<file path="src/rtl/truth_table_scanner.sv">
// truth_table_scanner
//
// Sequential stimulus/capture stage that sits in front of a 4-input
// combinational function block. A start request walks abcd through all
// 16 input combinations. Each vector is held for SETTLE+1 cycles, and
// f_in is captured on the last cycle of each hold. The 16 captured bits
// form table_out, which is compared against EXPECTED. The result is
// reported through pass, mismatch_count and a one-cycle done pulse.
//
// Parameters:
//   SETTLE    hold cycles per vector before f_in is sampled (1..15)
//   EXPECTED  expected truth table; bit i is f for abcd = i
//
// Ports:
//   clk             rising-edge clock
//   rst_n           asynchronous active-low reset
//   start           scan request, only looked at while idle
//   abcd            vector driven to the function block (bit3 = a, bit0 = d)
//   f_in            function block output, combinational from abcd
//   busy            high while a scan is in progress
//   done            one-cycle pulse when the scan ends
//   table_out       captured truth table, bit i for abcd = i
//   pass            table_out matched EXPECTED (valid from done)
//   mismatch_count  number of bits that differed from EXPECTED
//
// Optional feature:
//   TTS_ABORT_EN  when defined, the first mismatching vector ends the scan
//                 early. mismatch_count is then 1, and table_out keeps only
//                 the bits captured up to that point.

module truth_table_scanner #(
    parameter int unsigned  SETTLE   = 1,
    parameter logic [15:0]  EXPECTED = 16'h7FB8
) (
    input  logic        clk,
    input  logic        rst_n,
    input  logic        start,
    output logic [3:0]  abcd,
    input  logic        f_in,
    output logic        busy,
    output logic        done,
    output logic [15:0] table_out,
    output logic        pass,
    output logic [4:0]  mismatch_count
);

    typedef enum logic [1:0] {
        IDLE,
        HOLD,
        SAMPLE,
        FIN
    } state_t;

    localparam logic [3:0] SETTLE_LAST = 4'(SETTLE - 1);

    state_t      state_q;
    logic [3:0]  idx_q;
    logic [3:0]  settle_q;
    logic        busy_q;
    logic        done_q;
    logic        pass_q;
    logic [15:0] table_q;
    logic [4:0]  mismatch_q;

    logic        miss_d;
    logic [4:0]  mismatch_d;
    logic        last_d;

    // Comparison of the current sample against the expected bit, and the
    // decision whether this SAMPLE cycle finishes the scan.
    always_comb begin
        miss_d     = (f_in != EXPECTED[idx_q]);
        mismatch_d = mismatch_q + {4'd0, miss_d};
`ifdef TTS_ABORT_EN
        last_d     = (idx_q == 4'd15) || miss_d;
`else
        last_d     = (idx_q == 4'd15);
`endif
    end

    // Scan sequencer. The vector index doubles as the abcd register, so
    // abcd holds its last value in IDLE and FIN.
    always_ff @(posedge clk or negedge rst_n) begin
        if (!rst_n) begin
            state_q    <= IDLE;
            idx_q      <= 4'd0;
            settle_q   <= 4'd0;
            busy_q     <= 1'b0;
            done_q     <= 1'b0;
            pass_q     <= 1'b0;
            table_q    <= 16'd0;
            mismatch_q <= 5'd0;
        end else begin
            case (state_q)
                IDLE: begin
                    if (start) begin
                        state_q    <= HOLD;
                        idx_q      <= 4'd0;
                        settle_q   <= 4'd0;
                        table_q    <= 16'd0;
                        mismatch_q <= 5'd0;
                        pass_q     <= 1'b0;
                        busy_q     <= 1'b1;
                    end
                end
                HOLD: begin
                    if (settle_q == SETTLE_LAST) begin
                        settle_q <= 4'd0;
                        state_q  <= SAMPLE;
                    end else begin
                        settle_q <= settle_q + 4'd1;
                    end
                end
                SAMPLE: begin
                    table_q[idx_q] <= f_in;
                    mismatch_q     <= mismatch_d;
                    if (last_d) begin
                        // The pass verdict includes the bit captured here.
                        state_q <= FIN;
                        done_q  <= 1'b1;
                        busy_q  <= 1'b0;
                        pass_q  <= (mismatch_d == 5'd0);
                    end else begin
                        idx_q   <= idx_q + 4'd1;
                        state_q <= HOLD;
                    end
                end
                FIN: begin
                    done_q  <= 1'b0;
                    state_q <= IDLE;
                end
                default: state_q <= IDLE;
            endcase
        end
    end

    assign abcd           = idx_q;
    assign busy           = busy_q;
    assign done           = done_q;
    assign pass           = pass_q;
    assign table_out      = table_q;
    assign mismatch_count = mismatch_q;

endmodule
</file>
<file path="config.mk">
export PLATFORM = sky130hd
export DESIGN_NAME = truth_table_scanner
export DESIGN_NICKNAME = d
export VERILOG_FILES = /design/src/rtl/truth_table_scanner.sv
export SDC_FILE = /design/constraint.sdc
export NUM_CORES = 1
export LEC_CHECK = 0
export ABC_AREA = 1
export CORE_MARGIN = 4
export CORE_UTILIZATION = 46
export CTS_CLUSTER_DIAMETER = 60
export DETAILED_ROUTE_END_ITERATION = 10
export MAX_ROUTING_LAYER = met4
export PLACE_DENSITY = 0.81
export SETUP_SLACK_MARGIN = 0.05
export SYNTH_ARGS = -nofsm -noshare
export SYNTH_HDL_FRONTEND = slang
export SYNTH_SLANG_ARGS = --single-unit
</file>
<file path="constraint.sdc">
create_clock -name clk -period 2 [get_ports clk]
set_clock_uncertainty 0.15 [all_clocks]
set_input_delay 0.4 -clock clk [delete_from_list [all_inputs] [get_ports clk]]
set_output_delay 0.4 -clock clk [all_outputs]
set_load 0.02 [all_outputs]
</file>
# Word level (Yosys, flattened, before mapping)
# Memories as Yosys holds them, arrays and structs flattened.
# Cells that the tools add are included.
# totals
reg_bits	34
romBits	16
output_inout_bits	28
elab_cells	61
mem_count	1
# memory_table
memory	words	width	read_ports	rd_ports_with_merged_regs	write_ports	line_no	text
(name not given)	16	1	1	0	0	72	miss_d = (f_in != EXPECTED[idx_q]);
# classes
addsub	3
n_lt_le_gt_ge	2
n_eq_ne	9
n_mux	25
reduce_logical	13
# op_table
op	count
$pmux W16 S2	1
$bwmux W16	1
$mux W16	1
$pmux W4 S2	2
$mux W4	3
$pmux W5 S2	1
$add A4 B1 Y4 const B	2
$ne A2 B2 Y1 const B	4
$pmux W2 S4	1
$reduce_and A2 Y1	4
$mux W1	7
$mux W2	3
$pmux W1 S2	3
$reduce_and A3 Y1	2
$reduce_bool A2 Y1	3
$add A5 B1 Y5	1
$logic_not A5 Y1	1
$lt A4 B5 Y1 const B	1
$mux W5	1
$demux W1 S4	1
$eq A2 B2 Y1 const B	2
$eq A4 B4 Y1 const B	1
$ge A4 B1 Y1 const B	1
$logic_not A4 Y1	1
4 further kinds	4

# Longest topological paths before layout
# logic_depth
ltp_word	7
mapped_depth	14
ltp_nobuf	14

# Worst setup path before layout
# No wires, ideal clock.
# synth_timing
path_type	flip-flop to flip-flop
startpoint	reg idx_q[2] (netlist: abcd[2])
endpoint	reg pass_q (netlist: pass)
arrival_ps	1860
required_time_ps	1785
path_slack_ps	-75
stages_incl_launch_ff	13
period_less_slack_ps	2075
cell_sequence	dfrtp_1 > inv_1 > o21ai_0 > o21ai_0 > nand2_1 > nand2_1 > ha_1 > ha_1 > nor2_1 > nand3_1 > nor2_1 > nand3_1 > nand2_1
# synth_between
elab_chain_len	7
# synth_rtl
element	line_no	text
start, declared	57	logic [3:0] idx_q;
start signal, assigned	124	idx_q <= idx_q + 4'd1;
$mem_v2 Z16 W1	--	
$mux W1 (not written as such)	72	
$ne A1 B1 Y1	72	
$add A5 B1 Y5	73	mismatch_d = mismatch_q + {4'd0, miss_d};
$logic_not A5 Y1	122	pass_q <= (mismatch_d == 5'd0);
$mux W1	117	if (last_d) begin
$pmux W1 S2	94	case (state_q)
end signal, assigned	122	
end, declared	61	logic pass_q;
# Several ways; a longest one is shown, not always the timed one. The select of a mux whose other input is x is not followed.
# A chain may end at the register's enable or synchronous reset.

# Worst setup path in the final report
# layout_timing
startpoint	reg idx_q[1] (netlist: abcd[1])
endpoint	reg pass_q (netlist: pass)
# The elaborated chain is that of the path after synthesis.

==> out/qor.yml <==
synthesis:
  synth_top_cells_by_count: "sky130_fd_sc_hd__nand2_1 (52), sky130_fd_sc_hd__dfrtp_1 (34), sky130_fd_sc_hd__o21ai_0 (25), sky130_fd_sc_hd__inv_1 (19), sky130_fd_sc_hd__nor2_1 (14)"
  netlist_top_cells_area: "sky130_fd_sc_hd__dfrtp_1 (50%), sky130_fd_sc_hd__nand2_1 (11%), sky130_fd_sc_hd__o21ai_0 (7.3%), sky130_fd_sc_hd__ha_1 (6.6%), sky130_fd_sc_hd__o211ai_1 (5.3%)"
  syn-instance-count: 200
  synthesized_area_fraction_occupied_by_ao_oa_aoi_and_oai_cells: 0.166
  synth_nets: 213
  post_synth_instance_area_mm2: 0.00171
  synth_largest_type_area_fraction: 0.498
  yosys_warnings: 0
  yosys.area_share.xor_xnor: 0.0103
  synthMostInstantiatedCell: "sky130_fd_sc_hd__nand2_1"
  yosysUniqueCellTypes: 19
  synth_flop_cell: "sky130_fd_sc_hd__dfrtp_1"
  combinational_family_with_the_most_area_after_synthesis: "simple AND/OR/NAND/NOR gates"
  basic_gate_share_of_the_synthesized_area_counting_and_or_nand_and_nor_cells: 0.201
  synthesized_area_fraction_occupied_by_adder_cells: 0.0659
  avgSynthCellArea_um2: 8.54
  seq_area_frac_synth: 0.498
  synth_edf_count: 0
  synth_top_cell_by_area: "sky130_fd_sc_hd__dfrtp_1"
  async_flop_share: 1.00
  mux_cell_area_share_after_synthesis: 0
  yosys_register_bits: 34
setup_path:
  critPathLaunch: "abcd[1]"
  criticalPathCategory: "flop to flop"
  reg2reg_slack_ps: 60
  critical_path.endpoint_type: "flop"
  timing.critical_path.from_type: "flop"
  critPathArrivalTime_ps: 2010
  required_ps: 2070
  critical_path.max_fanout: 4
  r2r_start: "abcd[1]"
floorplanning:
  floorplan.die_area_mm2: 0.00475
  core-area_mm2: 0.00347
  rows: 21
  floorplan.initialDensity: 0.492
  die_x_um: 68.9
  die_h_um: 68.9
  top_level_ports: 32
cts:
  clock_tree.htree_level_count: 2
  clock_latency_ps: 280
  tritoncts: "yes"
  cts.path.max_buffers: 2
  ctsHoldBuffers: 0
  clockRootBuffer: "sky130_fd_sc_hd__clkbuf_8"
  clkSinkCount: 34
  clkTransAtPathRegs_ps: 70
  number_of_cts_inserted_buffers: 5
run:
  drv.max_cap_violation_count: 0
grt:
  grt.overflow.total: 0
  first_pass_grt_wire_length_mm: 6.40
  vias_in_the_first_global_route: 1446
  grt_start_max_net_pins: 35
  aggregate_global_route_resource_usage: 0.186
  antenna_violations_before_repair: 0
timing:
  tightest_slew_ps: 420
  timing.final.hold_violations: 0
  slew_headroom: 0.720
  grt_setup_unrepaired: "true"
  timing.final.setup_violations: 0
  worst_slack_ps: 59.2
  period_share: 0.970
  layout_min_cycle_time_ps: 1940
  fmaxAchievable_ghz: 0.515
  final_max_slew_viol_count: 0
  fin_worst_hold_slack_ps: 319
finish:
  final_net_count: 258
  final_area_mm2: 0.00229
  antennaDiodeCount: 0
  post_route_cells_drive_above_1_share: 0.146
  flow.area_growth_from_synthesis_pct: 34.1
route:
  drt_first_pass_iters: 4
  drt-vias-per-instance: 5.25
  drt-wirelength-per-cell_um: 12.9
  drt_iter0_drc: 80
  detailroute.via_count: 1532
  ant_nets: 0
  drt_drc_violations_left: 0
  wl_mm: 3.78
placement:
  count_of_buffers_from_port_buffering: 31
  gp_routability_congestion: 0.797
  dpl_cell_area_mm2: 0.00215
  dpl.hpwl_mm: 2.68
  dp_slack_ps: -265
run_status:
  run_status: "finished clean"
power:
  leakagePower_nw: 1.07
  power-per-cell-area_mw_per_mm2: 1070
  highest_ir_drop_seen_on_vdd_v: 0.000617
worst_hold_path:
  timing.hold.worst.start: "f_in"
  hp-class: "input pin to flop"
## state kept, by name, summed over array words and instances (netlist names)
signal          cells
table_out          16
mismatch_count      5
abcd                4
settle_q            4
state_q             2
busy                1
done                1
pass                1
## timing repair
item,CTS,global route
resized for setup,4,15
buffers inserted,0,0
pin swaps,0,12
endpoints found under the setup margin,5,5
## area by class of cell
type	count	area, µm²
Fill cell	275	1180
Sequential cell	34	856
Multi-Input combinational cell	142	813
Timing Repair Buffer	42	397
Clock buffer	7	86.3
Inverter	20	75.1
Tap cell	46	57.6
Clock inverter	1	5.00
## layout by cell type, fill, tap and decap left out, drive strengths merged
master and instances:
ha 9, nand2 53, xor2 2, and3 1, o22ai 5, dlymetal6s2s 3, dfrtp 34, nand4 1
o21ai 25, dlygate4sd2 3, o211ai 12, buf 11, clkinv 1, nor2 15, a22o 2, a21oi 4
inv 20, clkdlybuf4s50 25, nand3 13, clkbuf 7
## worst paths after layout
| path | endpoint | cells past startpoint |
|---|---|---|
| setup / recovery | pass | 13 |
| hold / removal | table_out[7] | 3 |
| setup reg to reg | pass | 13 |
| hold reg to reg | busy | 2 |
| max in group asynchronous | abcd[0] | 2 |
| min in group asynchronous | pass | 2 |
## power by group
part           switching, W  leakage (nW)  internal [W]
Sequential         0.000101         0.456      0.000792
Combinational      0.000644         0.568      0.000390
Clock              0.000237        0.0482      0.000278
## metrics by stage
step           cells  power [W]  TNS (ps)   util
6_report         292    0.00244         0  0.660
5_1_grt          292    0.00262     -68.3  0.660
4_1_cts          292    0.00240         0  0.646
3_5_place_dp     284    0.00189      -863  0.620
3_3_place_gp     284    0.00188      -560  0.620
2_1_floorplan    200    0.00151         0      -
## kinds of logic after synthesis
| group | Yosys count |
|---|---|
| flops | 34 |
| fa+ha+maj | 9 |
| compound gates | 48 |
| buf+inv | 24 |
| simple gates | 83 |
| xor+xnor | 2 |
## layer usage
metal,up-vias,share of wire,GRT usage
met2,41,0.50,0.302
li1,764,-,-
met5,-,0,-
met4,0,0.011,0.0633
met3,5,0.040,0.0357
met1,722,0.45,0.234
## critical path, cell delays in order (launching register included)
cell                       delay (ps)
sky130_fd_sc_hd__dfrtp_2          450
sky130_fd_sc_hd__a21oi_2          150
sky130_fd_sc_hd__o21ai_1           90
sky130_fd_sc_hd__o211ai_1         100
sky130_fd_sc_hd__nand2_2           90
sky130_fd_sc_hd__ha_4             180
sky130_fd_sc_hd__ha_4             160
sky130_fd_sc_hd__inv_2             50
sky130_fd_sc_hd__nand2_2           40
sky130_fd_sc_hd__nand2_2           80
sky130_fd_sc_hd__nand3_2           80
sky130_fd_sc_hd__nor2_2           110
sky130_fd_sc_hd__nand3_1           80
sky130_fd_sc_hd__nand2_1           70
No activity file was read; power rests on OpenSTA's default activity.
